$ cat src/rtl/spi_display_rx.sv
// spi_display_rx
// Display-side receiver for the 4-wire command/data SPI link. The SPI lines are
// oversampled with the system clock, assembled into bytes, and decoded for the
// NOP / MADCTL / COLMOD / RAMWR subset. RAMWR pixel pairs become framebuffer
// write strobes with an auto-incrementing, wrapping address.
//
// Pipeline from the first clock edge that samples the 8th SCK high:
//   SYNC_STAGES synchronizer edges -> edge-detect register -> byte capture -> decoder outputs,
// so strobes and register updates appear SYNC_STAGES+2 edges after that first sample.

module spi_display_rx #(
    parameter int PIXELS      = 76800,
    parameter int SYNC_STAGES = 2
) (
    input  logic        CLK_50MHz,
    input  logic        RESET_N,
    input  logic        SPI_CS,
    input  logic        SPI_RESET,
    input  logic        SPI_DC,
    input  logic        SPI_SDI,
    input  logic        SPI_SCK,
    output logic [16:0] FB_WA,
    output logic [15:0] FB_WD,
    output logic        FB_WE,
    output logic [7:0]  MADCTL,
    output logic [7:0]  COLMOD,
    output logic        FRAME_DONE,
    output logic        CMD_ERR
);

    localparam logic [16:0] LastAddr = 17'(PIXELS - 1);

    typedef enum logic [2:0] {
        Idle,
        MadctlArg,
        ColmodArg,
        PixHi,
        PixLo
    } state_t;

    // Synchronizer chains; CS and the display reset idle high (inactive)
    logic [SYNC_STAGES-1:0] csSync_q;
    logic [SYNC_STAGES-1:0] rstSync_q;
    logic [SYNC_STAGES-1:0] dcSync_q;
    logic [SYNC_STAGES-1:0] sdiSync_q;
    logic [SYNC_STAGES-1:0] sckSync_q;

    logic csS;
    logic dcS;
    logic sdiS;
    logic sckS;
    logic softRst;

    // Edge-detect stage
    logic sckPrev_q;
    logic rise_q;
    logic sdiDly_q;
    logic dcDly_q;
    logic csDly_q;

    // Byte capture stage
    logic [2:0] bitCnt_q;
    logic [6:0] shift_q;
    logic [7:0] byte_q;
    logic       byteDc_q;
    logic       byteValid_q;
    logic       csCap_q;

    // Decoder state and outputs
    state_t      state_q,     state_d;
    logic [16:0] addr_q,      addr_d;
    logic [7:0]  pixHi_q,     pixHi_d;
    logic [16:0] fbWa_q,      fbWa_d;
    logic [15:0] fbWd_q,      fbWd_d;
    logic        fbWe_q,      fbWe_d;
    logic [7:0]  madctl_q,    madctl_d;
    logic [7:0]  colmod_q,    colmod_d;
    logic        frameDone_q, frameDone_d;
    logic        cmdErr_q,    cmdErr_d;

    assign csS     = csSync_q[SYNC_STAGES-1];
    assign dcS     = dcSync_q[SYNC_STAGES-1];
    assign sdiS    = sdiSync_q[SYNC_STAGES-1];
    assign sckS    = sckSync_q[SYNC_STAGES-1];
    assign softRst = ~rstSync_q[SYNC_STAGES-1];

    // Bring all five SPI lines into the system clock domain
    always_ff @(posedge CLK_50MHz or negedge RESET_N) begin
        if (!RESET_N) begin
            csSync_q  <= '1;
            rstSync_q <= '1;
            dcSync_q  <= '0;
            sdiSync_q <= '0;
            sckSync_q <= '0;
        end else begin
            csSync_q  <= {csSync_q[SYNC_STAGES-2:0],  SPI_CS};
            rstSync_q <= {rstSync_q[SYNC_STAGES-2:0], SPI_RESET};
            dcSync_q  <= {dcSync_q[SYNC_STAGES-2:0],  SPI_DC};
            sdiSync_q <= {sdiSync_q[SYNC_STAGES-2:0], SPI_SDI};
            sckSync_q <= {sckSync_q[SYNC_STAGES-2:0], SPI_SCK};
        end
    end

    // Register the SCK rise and keep SDI/DC/CS aligned with it
    always_ff @(posedge CLK_50MHz or negedge RESET_N) begin
        if (!RESET_N) begin
            sckPrev_q <= 1'b0;
            rise_q    <= 1'b0;
            sdiDly_q  <= 1'b0;
            dcDly_q   <= 1'b0;
            csDly_q   <= 1'b1;
        end else begin
            sckPrev_q <= sckS;
            rise_q    <= softRst ? 1'b0 : (sckS & ~sckPrev_q);
            sdiDly_q  <= sdiS;
            dcDly_q   <= dcS;
            csDly_q   <= csS;
        end
    end

    // Shift bits MSB-first into a byte; CS high drops any partial byte and wins over a coincident 8th bit
    always_ff @(posedge CLK_50MHz or negedge RESET_N) begin
        if (!RESET_N) begin
            bitCnt_q    <= '0;
            shift_q     <= '0;
            byte_q      <= '0;
            byteDc_q    <= 1'b0;
            byteValid_q <= 1'b0;
            csCap_q     <= 1'b1;
        end else if (softRst) begin
            bitCnt_q    <= '0;
            shift_q     <= '0;
            byteValid_q <= 1'b0;
            csCap_q     <= csDly_q;
        end else begin
            byteValid_q <= 1'b0;
            csCap_q     <= csDly_q;
            if (csDly_q) begin
                bitCnt_q <= '0;
            end else if (rise_q) begin
                shift_q  <= {shift_q[5:0], sdiDly_q};
                bitCnt_q <= bitCnt_q + 3'd1;
                if (bitCnt_q == 3'd7) begin
                    byteValid_q <= 1'b1;
                    byte_q      <= {shift_q, sdiDly_q};
                    byteDc_q    <= dcDly_q;
                end
            end
        end
    end

    // Decoder state register; the display reset line acts like RESET_N but synchronously
    always_ff @(posedge CLK_50MHz or negedge RESET_N) begin
        if (!RESET_N) begin
            state_q     <= Idle;
            addr_q      <= '0;
            pixHi_q     <= '0;
            fbWa_q      <= '0;
            fbWd_q      <= '0;
            fbWe_q      <= 1'b0;
            madctl_q    <= 8'h00;
            colmod_q    <= 8'h66;
            frameDone_q <= 1'b0;
            cmdErr_q    <= 1'b0;
        end else if (softRst) begin
            state_q     <= Idle;
            addr_q      <= '0;
            pixHi_q     <= '0;
            fbWa_q      <= '0;
            fbWd_q      <= '0;
            fbWe_q      <= 1'b0;
            madctl_q    <= 8'h00;
            colmod_q    <= 8'h66;
            frameDone_q <= 1'b0;
            cmdErr_q    <= 1'b0;
        end else begin
            state_q     <= state_d;
            addr_q      <= addr_d;
            pixHi_q     <= pixHi_d;
            fbWa_q      <= fbWa_d;
            fbWd_q      <= fbWd_d;
            fbWe_q      <= fbWe_d;
            madctl_q    <= madctl_d;
            colmod_q    <= colmod_d;
            frameDone_q <= frameDone_d;
            cmdErr_q    <= cmdErr_d;
        end
    end

    // Command bytes pick the context from any state; data bytes act according to that context
    always_comb begin
        state_d     = state_q;
        addr_d      = addr_q;
        pixHi_d     = pixHi_q;
        fbWa_d      = fbWa_q;
        fbWd_d      = fbWd_q;
        fbWe_d      = 1'b0;
        madctl_d    = madctl_q;
        colmod_d    = colmod_q;
        frameDone_d = 1'b0;
        cmdErr_d    = 1'b0;

        if (byteValid_q) begin
            if (!byteDc_q) begin
                case (byte_q)
                    8'h00: state_d = Idle;
                    8'h36: state_d = MadctlArg;
                    8'h3A: state_d = ColmodArg;
                    8'h2C: begin
                        state_d = PixHi;
                        addr_d  = '0;
                    end
                    default: begin
                        state_d  = Idle;
                        cmdErr_d = 1'b1;
                    end
                endcase
            end else begin
                case (state_q)
                    MadctlArg: begin
                        madctl_d = byte_q;
                        state_d  = Idle;
                    end
                    ColmodArg: begin
                        colmod_d = byte_q;
                        state_d  = Idle;
                    end
                    PixHi: begin
                        pixHi_d = byte_q;
                        state_d = PixLo;
                    end
                    PixLo: begin
                        fbWd_d  = {pixHi_q, byte_q};
                        fbWa_d  = addr_q;
                        fbWe_d  = 1'b1;
                        state_d = PixHi;
                        if (addr_q == LastAddr) begin
                            addr_d      = '0;
                            frameDone_d = 1'b1;
                        end else begin
                            addr_d = addr_q + 17'd1;
                        end
                    end
                    default: state_d = state_q;
                endcase
            end
        end else if (csCap_q && state_q == PixLo) begin
            state_d = PixHi;
        end
    end

    assign FB_WA      = fbWa_q;
    assign FB_WD      = fbWd_q;
    assign FB_WE      = fbWe_q;
    assign MADCTL     = madctl_q;
    assign COLMOD     = colmod_q;
    assign FRAME_DONE = frameDone_q;
    assign CMD_ERR    = cmdErr_q;

endmodule

$ cat config.mk
export PLATFORM = sky130hd
export DESIGN_NAME = spi_display_rx
export DESIGN_NICKNAME = d
export VERILOG_FILES = /design/src/rtl/spi_display_rx.sv
export SDC_FILE = /design/constraint.sdc
export NUM_CORES = 1
export LEC_CHECK = 0
export CAP_MARGIN = 20
export CORE_ASPECT_RATIO = 1.5
export CORE_UTILIZATION = 39
export CTS_CLUSTER_DIAMETER = 40
export DETAILED_ROUTE_END_ITERATION = 8
export PLACE_DENSITY = 0.61
export SLEW_MARGIN = 20
export SYNTH_ARGS = -nofsm -noshare
export SYNTH_HDL_FRONTEND = slang
export SYNTH_SLANG_ARGS = --single-unit
$ cat constraint.sdc
create_clock -name CLK_50MHz -period 2.1 [get_ports CLK_50MHz]
set_input_delay 0.315 -clock CLK_50MHz [delete_from_list [all_inputs] [get_ports CLK_50MHz]]
set_output_delay 0.315 -clock CLK_50MHz [all_outputs]
set_load 0.02 [all_outputs]
==> metrics.txt, run 1 <==
# TYPE chip_impl_metric gauge
chip_impl_metric{name="yosys.cell_types.count",unit=""} 56
chip_impl_metric{name="max_clock_freq",unit="GHz"} 0.519
chip_impl_metric{name="worstPathBufferInverterCount",unit=""} 0
chip_impl_metric{name="grt_first_pass_wirelength",unit="um"} 19100
chip_impl_metric{name="power.density",unit="nW/um2"} 833
chip_impl_metric{name="route.vias.total",unit=""} 3643
chip_impl_info{name="setup.worst_path.class",value="reg2reg"} 1
chip_impl_metric{name="setup_violations",unit=""} 0
chip_impl_metric{name="drt_iter0_markers",unit=""} 208
chip_impl_metric{name="slew_headroom",unit="%"} 57.4
chip_impl_metric{name="synth_area_in_compound_gates",unit="%"} 15.0
chip_impl_metric{name="grt.overflow.total",unit=""} 0
chip_impl_metric{name="grtUsageMet2",unit="%"} 32.9
chip_impl_metric{name="final_period_minus_worst_setup_slack",unit="ns"} 1.93
chip_impl_metric{name="final.period_utilization",unit="%"} 91.8
chip_impl_info{name="worstHoldPathType",value="in2reg"} 1
chip_impl_metric{name="floorplan.initialDensity",unit="%"} 40.1
chip_impl_metric{name="r2r_cells",unit=""} 5
chip_impl_metric{name="critical_path.max_stage_delay",unit="ns"} 0.53
chip_impl_metric{name="use_met1",unit="%"} 23.2
chip_impl_metric{name="ys_warn_count",unit=""} 0
chip_impl_info{name="setup.worst_path.start",value="addr_q[0]"} 1
chip_impl_metric{name="crit_path_arrival_time",unit="ns"} 2.26
chip_impl_metric{name="grt.total_usage",unit="%"} 19.2
chip_impl_metric{name="max_cap_viol_count",unit=""} 0
chip_impl_metric{name="async_reset_ff_share",unit="%"} 100
chip_impl_metric{name="netlist_area_before_placement",unit="um2"} 4810
chip_impl_metric{name="via_count_of_the_first_global_routing_pass",unit=""} 3815
chip_impl_metric{name="boundaryPins",unit=""} 59
chip_impl_info{name="regToRegEndpoint",value="addr_q[16]"} 1
chip_impl_metric{name="drive_above_1_share",unit="%"} 16.6
chip_impl_metric{name="detail_route.wl_per_cell",unit="um"} 16.8
chip_impl_metric{name="final_core_utilization",unit="%"} 52.5
chip_impl_metric{name="routed_wl",unit="um"} 11200
chip_impl_info{name="rsz_0062_raised_after_global_routing",value="no"} 1
chip_impl_metric{name="worst_endpoint_required_time",unit="ns"} 2.43
chip_impl_metric{name="setup_skew_after_layout",unit="ns"} 0.00961
chip_impl_metric{name="clock_sinks",unit=""} 116
chip_impl_metric{name="fp.dieW",unit="um"} 92.7
chip_impl_info{name="result_of_the_run",value="complete, no violations"} 1
chip_impl_metric{name="synthMuxAreaShare",unit="%"} 5.02
chip_impl_metric{name="maximum_number_of_pins_on_one_net_before_global_route_repair",unit=""} 47
chip_impl_info{name="cts_tree",value="built"} 1
chip_impl_info{name="min_from",value="SPI_CS"} 1
chip_impl_metric{name="initial_antenna_violation_count",unit=""} 0
chip_impl_metric{name="vdd_ir_drop_max",unit="mV"} 0.541
chip_impl_info{name="post-synth-top-count-cell",value="sky130_fd_sc_hd__dfrtp_1"} 1
chip_impl_info{name="root_buffer",value="sky130_fd_sc_hd__clkbuf_16"} 1
chip_impl_metric{name="timing.hold.worst_path_depth",unit=""} 1
chip_impl_metric{name="first_pass_iters",unit=""} 4
chip_impl_metric{name="fin_nets",unit=""} 510
chip_impl_metric{name="die_h",unit="um"} 138
chip_impl_info{name="timing.critical_path.cells",value="ha_1, and3_1, nand4_1, or4_4, o211ai_2"} 1
chip_impl_metric{name="place_hpwl",unit="um"} 7700
chip_impl_metric{name="multi_input_comb_area",unit="um2"} 1750
chip_impl_metric{name="groute.layer.met3.usage",unit="%"} 4.46
chip_impl_metric{name="fin_tns_setup",unit="ns"} 0
chip_impl_metric{name="yosys.area_share.simple",unit="%"} 14.6
chip_impl_info{name="setup.worst_path.start_class",value="flop"} 1
chip_impl_metric{name="io_buffer_count",unit=""} 58
chip_impl_metric{name="ys_ff_latch",unit=""} 116
chip_impl_metric{name="detail-route-antenna-nets",unit=""} 0
chip_impl_metric{name="syn_inst",unit=""} 425
chip_impl_metric{name="syn_avg_cell_area",unit="um2"} 11.3
chip_impl_metric{name="drc",unit=""} 0
chip_impl_metric{name="worst_setup_hold_path_clk_slew",unit="ns"} 0.05
chip_impl_metric{name="synth.yosys.seq_area_share",unit="%"} 60.6
chip_impl_metric{name="timing_max_transition_violations_final",unit=""} 0
chip_impl_metric{name="timing_hold_violations_final",unit=""} 0
chip_impl_metric{name="synth_fa_ha_area_share",unit="%"} 0.780
chip_impl_metric{name="syn-num-nets",unit=""} 435
chip_impl_info{name="busiest_layer_in_global_routing",value="met2"} 1
chip_impl_info{name="synth_top_cells_by_count",value="106 x sky130_fd_sc_hd__dfrtp_1, 63 x sky130_fd_sc_hd__nand2_1, 38 x sky130_fd_sc_hd__a22o_1, 23 x sky130_fd_sc_hd__clkbuf_1, 23 x sky130_fd_sc_hd__mux2i_1"} 1
chip_impl_metric{name="die_area",unit="um2"} 12800
chip_impl_metric{name="yosys.area_share.xor_xnor",unit="%"} 0.364
chip_impl_metric{name="floorplan.rows",unit=""} 49
chip_impl_metric{name="filler_cell_count",unit=""} 1067
chip_impl_metric{name="insertedDiodeCount",unit=""} 0
chip_impl_info{name="hold_end",value="csSync_q[0]"} 1
chip_impl_info{name="cpLargestDelayFamily",value="simple AND/OR/NAND/NOR gates"} 1
chip_impl_metric{name="synth_top_area_share",unit="%"} 55.1
chip_impl_info{name="cell_types_occupying_the_most_area_after_synthesis",value="sky130_fd_sc_hd__dfrtp_1 55%, sky130_fd_sc_hd__a22o_1 6.9%, sky130_fd_sc_hd__dfstp_2 5.5%"} 1
chip_impl_metric{name="gp_routability_congestion",unit=""} 0.772
chip_impl_metric{name="area_growth",unit="%"} 31.1
chip_impl_metric{name="number_of_buffers_on_the_longest_clock_path",unit=""} 2
chip_impl_info{name="netlist.top_cell.by_area",value="sky130_fd_sc_hd__dfrtp_1"} 1
chip_impl_info{name="timing.rr.start",value="addr_q[0]"} 1
chip_impl_metric{name="seqCellArea",unit="um2"} 2920
chip_impl_info{name="ys_dominant_reg_cell",value="sky130_fd_sc_hd__dfrtp_1"} 1
chip_impl_metric{name="leakagePower",unit="nW"} 2.87
chip_impl_metric{name="clock_latency_on_the_worst_skew_pair",unit="ns"} 0.41
chip_impl_info{name="main_combinational_cell_family_by_area_after_synthesis",value="compound AO/OA/AOI/OAI gates"} 1
chip_impl_metric{name="worst-slew-pin-transition",unit="ns"} 0.639
chip_impl_metric{name="cts_buffers",unit=""} 17
chip_impl_metric{name="htree_num_levels",unit=""} 4
chip_impl_metric{name="setup.reg_to_reg.worst_slack",unit="ns"} 0.17
chip_impl_metric{name="core_area",unit="um2"} 12000
chip_impl_metric{name="critical_path_peak_fanout",unit=""} 6
chip_impl_metric{name="avgViaCountPerCell",unit=""} 5.47
chip_impl_metric{name="synth_edf_count",unit=""} 0
chip_impl_info{name="critical_path.slowest_cell",value="sky130_fd_sc_hd__or4_4"} 1
chip_impl_info{name="worstSetupEndpointType",value="flop"} 1
per-stage QoR:
stage | std cells | hold WS, ns | cell area [um2] | setup slack, ns | power [mW]
6_report | 666 | 0.317 | 6310 | 0.172 | 5.26
4_1_cts | 666 | 0.298 | 6310 | 0.197 | 5.33
3_5_place_dp | 633 | 0.337 | 5700 | 0.198 | 2.46
3_3_place_gp | 633 | 0.332 | 5700 | 0.232 | 2.45
5_1_grt | 666 | 0.316 | 6310 | 0.0415 | 5.45
2_1_floorplan | 425 | 0.0194 | 4810 | 0.352 | 2.36
state kept, by name (all words and copies together), names as in the netlist, 2 cells and up:
signal,flops
sckSync_q,2
byte_q,8
dcSync_q,2
shift_q,7
addr_q,17
COLMOD,8
rstSync_q,2
csSync_q,2
state_q,3
FB_WD,16
FB_WA,17
pixHi_q,8
MADCTL,8
bitCnt_q,3
sdiSync_q,2
cells in the final DEF, fill, tap and decap left out, types with 3 or more instances in the layout:
master / n
sky130_fd_sc_hd__dfrtp_1: 106
sky130_fd_sc_hd__nand2_1: 63
sky130_fd_sc_hd__clkdlybuf4s50_1: 57
sky130_fd_sc_hd__a22o_1: 38
sky130_fd_sc_hd__buf_4: 27
sky130_fd_sc_hd__mux2i_1: 23
sky130_fd_sc_hd__o21ai_0: 22
sky130_fd_sc_hd__nor2_1: 21
sky130_fd_sc_hd__clkbuf_16: 17
sky130_fd_sc_hd__nand3_1: 16
sky130_fd_sc_hd__dfstp_2: 10
sky130_fd_sc_hd__inv_1: 8
sky130_fd_sc_hd__nand4_1: 7
sky130_fd_sc_hd__and3_1: 5
sky130_fd_sc_hd__a21oi_1: 5
sky130_fd_sc_hd__clkinv_2: 5
sky130_fd_sc_hd__clkbuf_8: 5
sky130_fd_sc_hd__nor3_1: 4
sky130_fd_sc_hd__o2111ai_1: 4
sky130_fd_sc_hd__o211ai_1: 4
sky130_fd_sc_hd__nor3b_1: 3
sky130_fd_sc_hd__a32oi_1: 3
sky130_fd_sc_hd__and3b_1: 3
sky130_fd_sc_hd__a22oi_1: 3
sky130_fd_sc_hd__or3_1: 3
sky130_fd_sc_hd__a31oi_1: 3
sky130_fd_sc_hd__ha_1: 3
how the worst max path moves through the flow:
stage	to	slack, ns	cells after the start
floorplan	addr_q[16]	0.35	6
global placement	addr_q[16]	0.23	5
detailed placement	addr_q[16]	0.20	5
CTS	addr_q[16]	0.20	5
global route	addr_q[16]	0.04	5
finish	addr_q[16]	0.17	5
per-layer routing:
metal | share of wire, % | routed length (um)
met2 | 53 | 5920
met5 | 0 | 0
met1 | 41 | 4640
met3 | 3.9 | 432
met4 | 1.7 | 191
worst register-to-register path, cell delays in order (launching register included):
cell,delay (ns)
sky130_fd_sc_hd__dfrtp_1,0.41
sky130_fd_sc_hd__ha_1,0.28
sky130_fd_sc_hd__and3_1,0.34
sky130_fd_sc_hd__nand4_1,0.22
sky130_fd_sc_hd__or4_4,0.53
sky130_fd_sc_hd__o211ai_2,0.08
report_power, final:
part           leakage [nW]  internal, mW  switching, mW  total (mW)
registers              1.56          2.26         0.0127        2.28
clock network         0.295          1.89          0.950        2.84
logic                  1.01        0.0449         0.0958       0.141
cell type report:
type	instances	share of cell area [%]
Clock buffer	23	7.89
Clock inverter	9	1.59
Inverter	10	0.595
Multi-Input combinational cell	268	27.7
Sequential cell	116	46.2
Tap cell	153	3.03
Timing Repair Buffer	87	13.0
timing repair:
item	CTS	global route
gates resized for setup	0	1
endpoints found under the hold margin	43	0
hold buffers	1	0
setup buffers	0	0
endpoints found under the setup margin	0	2
cell families after synthesis:
logic type,Yosys count
simple gates,143
compound gates,96
buf+inv,41
mux,24
fa+ha+maj,3
flops,116
xor+xnor,2
(Power assumes the default switching activity.)
==> inputs of run 2 (changes only) <==
--- a/config.mk
+++ b/config.mk
@@ -5,12 +5,13 @@
 export SDC_FILE = /design/constraint.sdc
 export NUM_CORES = 1
 export LEC_CHECK = 0
+export ABC_AREA = 1
 export CAP_MARGIN = 20
 export CORE_ASPECT_RATIO = 1.5
 export CORE_UTILIZATION = 39
 export CTS_CLUSTER_DIAMETER = 40
 export DETAILED_ROUTE_END_ITERATION = 8
-export PLACE_DENSITY = 0.61
+export PLACE_DENSITY = 0.56
 export SLEW_MARGIN = 20
 export SYNTH_ARGS = -nofsm -noshare
 export SYNTH_HDL_FRONTEND = slang
==> run 2 against run 1 <==
- setup slack better by 0.050 ns
- first-iteration DRC count is 2.9% lower
- maximum frequency grew 2.6%
- final area shrank 0.63%
- core utilization decreased by 0.33 points
- die area up 0.13%
- critical path depth shrank 4
==> metrics.txt, run 2 <==
# TYPE chip_impl_metric gauge
chip_impl_metric{name="fin_nets",unit=""} 614
chip_impl_metric{name="timing_hold_violations_final",unit=""} 0
chip_impl_info{name="ys_dominant_reg_cell",value="sky130_fd_sc_hd__dfrtp_1"} 1
chip_impl_metric{name="die_h",unit="um"} 138
chip_impl_metric{name="final.period_utilization",unit="%"} 89.5
chip_impl_metric{name="io_buffer_count",unit=""} 58
chip_impl_info{name="rsz_0062_raised_after_global_routing",value="no"} 1
chip_impl_metric{name="die_area",unit="um2"} 12800
chip_impl_metric{name="post-cts-setup-buffers",unit=""} 0
chip_impl_metric{name="route.vias.total",unit=""} 3864
chip_impl_info{name="setup.worst_path.class",value="reg2out"} 1
chip_impl_metric{name="boundaryPins",unit=""} 59
chip_impl_metric{name="async_reset_ff_share",unit="%"} 100
chip_impl_metric{name="fin_cells",unit=""} 770
chip_impl_metric{name="dpl.cell_count",unit=""} 737
chip_impl_metric{name="fp.dieW",unit="um"} 92.8
chip_impl_metric{name="syn_avg_cell_area",unit="um2"} 9.13
chip_impl_metric{name="core_area",unit="um2"} 12000
chip_impl_metric{name="synth_edf_count",unit=""} 0
chip_impl_info{name="setup.worst_path.start_class",value="flop"} 1
chip_impl_info{name="cts_tree",value="built"} 1
chip_impl_info{name="post-synth-top-count-cell",value="sky130_fd_sc_hd__dfrtp_1"} 1
chip_impl_metric{name="detail-route-antenna-nets",unit=""} 0
chip_impl_metric{name="htree_num_levels",unit=""} 4
chip_impl_metric{name="timing_max_transition_violations_final",unit=""} 0
chip_impl_metric{name="max_clock_freq",unit="GHz"} 0.532
chip_impl_metric{name="fin_tns_setup",unit="ns"} 0
chip_impl_metric{name="power.density",unit="nW/um2"} 873
chip_impl_info{name="worstSetupEndpointType",value="primary output"} 1
chip_impl_metric{name="syn-num-nets",unit=""} 538
chip_impl_metric{name="ys_ff_latch",unit=""} 116
chip_impl_metric{name="total_power",unit="mW"} 5.47
chip_impl_metric{name="initial_antenna_violation_count",unit=""} 0
chip_impl_metric{name="synth_top_area_share",unit="%"} 55.0
chip_impl_metric{name="grt_first_pass_wirelength",unit="um"} 19700
chip_impl_metric{name="avgViaCountPerCell",unit=""} 5.02
chip_impl_metric{name="final_period_minus_worst_setup_slack",unit="ns"} 1.88
chip_impl_metric{name="yosys.area_share.simple",unit="%"} 18.2
chip_impl_metric{name="gp_routability_congestion",unit=""} 0.908
chip_impl_metric{name="insertedDiodeCount",unit=""} 0
chip_impl_info{name="main_combinational_cell_family_by_area_after_synthesis",value="simple AND/OR/NAND/NOR gates"} 1
chip_impl_metric{name="floorplan.initialDensity",unit="%"} 40.1
chip_impl_metric{name="worstPathBufferInverterCount",unit=""} 1
chip_impl_metric{name="setup_violations",unit=""} 0
chip_impl_metric{name="first_pass_iters",unit=""} 4
chip_impl_metric{name="filler_cell_count",unit=""} 1155
chip_impl_metric{name="via_count_of_the_first_global_routing_pass",unit=""} 3978
chip_impl_metric{name="grt.overflow.total",unit=""} 0
chip_impl_metric{name="worst_endpoint_required_time",unit="ns"} 1.78
chip_impl_metric{name="worst-slew-pin-transition",unit="ns"} 0.577
chip_impl_metric{name="clock_latency_on_the_worst_skew_pair",unit="ns"} 0.41
chip_impl_metric{name="max_cap_viol_count",unit=""} 0
chip_impl_metric{name="floorplan.rows",unit=""} 49
chip_impl_metric{name="synthMuxAreaShare",unit="%"} 0
chip_impl_metric{name="placed_cell_area",unit="um2"} 5650
chip_impl_metric{name="vdd_ir_drop_max",unit="mV"} 0.495
chip_impl_metric{name="final_cell_area",unit="um2"} 6270
chip_impl_metric{name="yosys.cell_types.count",unit=""} 29
chip_impl_metric{name="dpl_worst_slack",unit="ns"} 0.391
chip_impl_info{name="worstHoldPathType",value="in2reg"} 1
chip_impl_metric{name="worst_setup_hold_path_clk_slew",unit="ns"} 0.05
chip_impl_info{name="cell_types_occupying_the_most_area_after_synthesis",value="sky130_fd_sc_hd__dfrtp_1 55%, sky130_fd_sc_hd__nand2_1 8.0%, sky130_fd_sc_hd__inv_1 6.9%"} 1
chip_impl_metric{name="number_of_buffers_on_the_longest_clock_path",unit=""} 2
chip_impl_metric{name="setup_skew_after_layout",unit="ns"} 0.00799
chip_impl_info{name="final_common_cell",value="sky130_fd_sc_hd__dfrtp_1"} 1
chip_impl_metric{name="ys_warn_count",unit=""} 0
chip_impl_info{name="synth_top_cells_by_count",value="106 x sky130_fd_sc_hd__dfrtp_1, 103 x sky130_fd_sc_hd__nand2_1, 88 x sky130_fd_sc_hd__inv_1, 49 x sky130_fd_sc_hd__nor2_1, 46 x sky130_fd_sc_hd__o22ai_1"} 1
chip_impl_metric{name="cts_buffers",unit=""} 17
chip_impl_metric{name="drt_iter0_markers",unit=""} 202
chip_impl_metric{name="area_growth",unit="%"} 30.1
chip_impl_metric{name="synth_area_in_compound_gates",unit="%"} 11.9
chip_impl_metric{name="drc",unit=""} 0
chip_impl_info{name="final_cell_mix",value="106 x sky130_fd_sc_hd__dfrtp_1, 103 x sky130_fd_sc_hd__nand2_1, 88 x sky130_fd_sc_hd__inv_1, 57 x sky130_fd_sc_hd__clkdlybuf4s50_1, 49 x sky130_fd_sc_hd__nor2_1"} 1
chip_impl_info{name="netlist.top_cell.by_area",value="sky130_fd_sc_hd__dfrtp_1"} 1
chip_impl_metric{name="critical_path.max_stage_delay",unit="ns"} 0.60
chip_impl_metric{name="syn_inst",unit=""} 528
chip_impl_metric{name="leakagePower",unit="nW"} 2.74
chip_impl_metric{name="slew_headroom",unit="%"} 61.5
chip_impl_info{name="result_of_the_run",value="complete, no violations"} 1
chip_impl_info{name="root_buffer",value="sky130_fd_sc_hd__clkbuf_16"} 1
chip_impl_metric{name="post_layout_worst_setup_margin",unit="ns"} 0.221
chip_impl_metric{name="final_core_utilization",unit="%"} 52.2
chip_impl_metric{name="detail_route.wl_per_cell",unit="um"} 15.4
chip_impl_metric{name="synth_fa_ha_area_share",unit="%"} 0.779
chip_impl_metric{name="routed_wl",unit="um"} 11900
chip_impl_metric{name="maximum_number_of_pins_on_one_net_before_global_route_repair",unit=""} 45
chip_impl_metric{name="crit_path_arrival_time",unit="ns"} 1.56
chip_impl_metric{name="clock_sinks",unit=""} 116
chip_impl_info{name="cpLargestDelayFamily",value="buffers and inverters"} 1
chip_impl_metric{name="yosys.area_share.xor_xnor",unit="%"} 0
chip_impl_metric{name="grt.total_usage",unit="%"} 20.2
chip_impl_metric{name="critical_path_peak_fanout",unit=""} 2
chip_impl_metric{name="netlist_area_before_placement",unit="um2"} 4820
chip_impl_info{name="timing.critical_path.cells",value="clkdlybuf4s50_1"} 1
chip_impl_metric{name="fin_worst_hold_slack",unit="ns"} 0.310
chip_impl_metric{name="place_hpwl",unit="um"} 8590
chip_impl_info{name="critical_path.slowest_cell",value="sky130_fd_sc_hd__clkdlybuf4s50_1"} 1
chip_impl_metric{name="drive_above_1_share",unit="%"} 11.5
chip_impl_metric{name="synth.yosys.seq_area_share",unit="%"} 60.5
==> run 2: per-layer routing <==
metal	GRT usage [%]	share of wire (%)	vias to the layer above
met5	0	0	-
met4	9.55	3.6	0
met2	35.2	53	111
li1	-	-	1864
met1	21.6	38	1860
met3	6.71	5.0	29
==> run 2: path summary, 6_finish.rpt <==
path                                   start           end  slack [ns]  cells after the start
worst max-delay path               COLMOD[1]     COLMOD[1]        0.22                      1
worst min-delay path               SPI_RESET  rstSync_q[0]        0.31                      1
worst max register to register  rstSync_q[1]    addr_q[16]        0.37                      8
worst min register to register  sdiSync_q[1]      sdiDly_q        0.35                      0
max in group asynchronous            RESET_N     COLMOD[1]        0.92                      3
min in group asynchronous            RESET_N      FB_WA[0]        0.45                      2
==> run 2: power by group <==
| part | leakage, nW | total, mW | switching, mW | internal [mW] |
|---|---|---|---|---|
| clock | 0.281 | 2.95 | 1.02 | 1.92 |
| sequential | 1.55 | 2.31 | 0.0239 | 2.28 |
| combinational | 0.909 | 0.223 | 0.146 | 0.0774 |
==> run 2: repair_timing <==
item                                    4_1_cts  5_1_grt
endpoints found under the setup margin        0        0
hold endpoints to repair                     39        0
resized for setup                             0        0
hold buffers                                  1        0
==> run 2: cell families (layout without fill, tap and decap cells) <==
| group | count (synthesis) | in the layout |
|---|---|---|
| buffers and inverters | 107 | 196 |
| AND/OR/NAND/NOR | 208 | 208 |
| flip-flops | 116 | 116 |
| AO/OA/AOI/OAI | 94 | 94 |
| adder cells (fa/ha/maj) | 3 | 3 |
==> run 2: layout make-up <==
class	instances	area [um2]	share of cell area [%]
clock buffer	20	457	7.28
clock inverter	12	154	2.45
inverter	94	353	5.63
multi-input combinational	305	1490	23.8
sequential	116	2920	46.5
tap	153	191	3.05
timing repair buffer	70	708	11.3
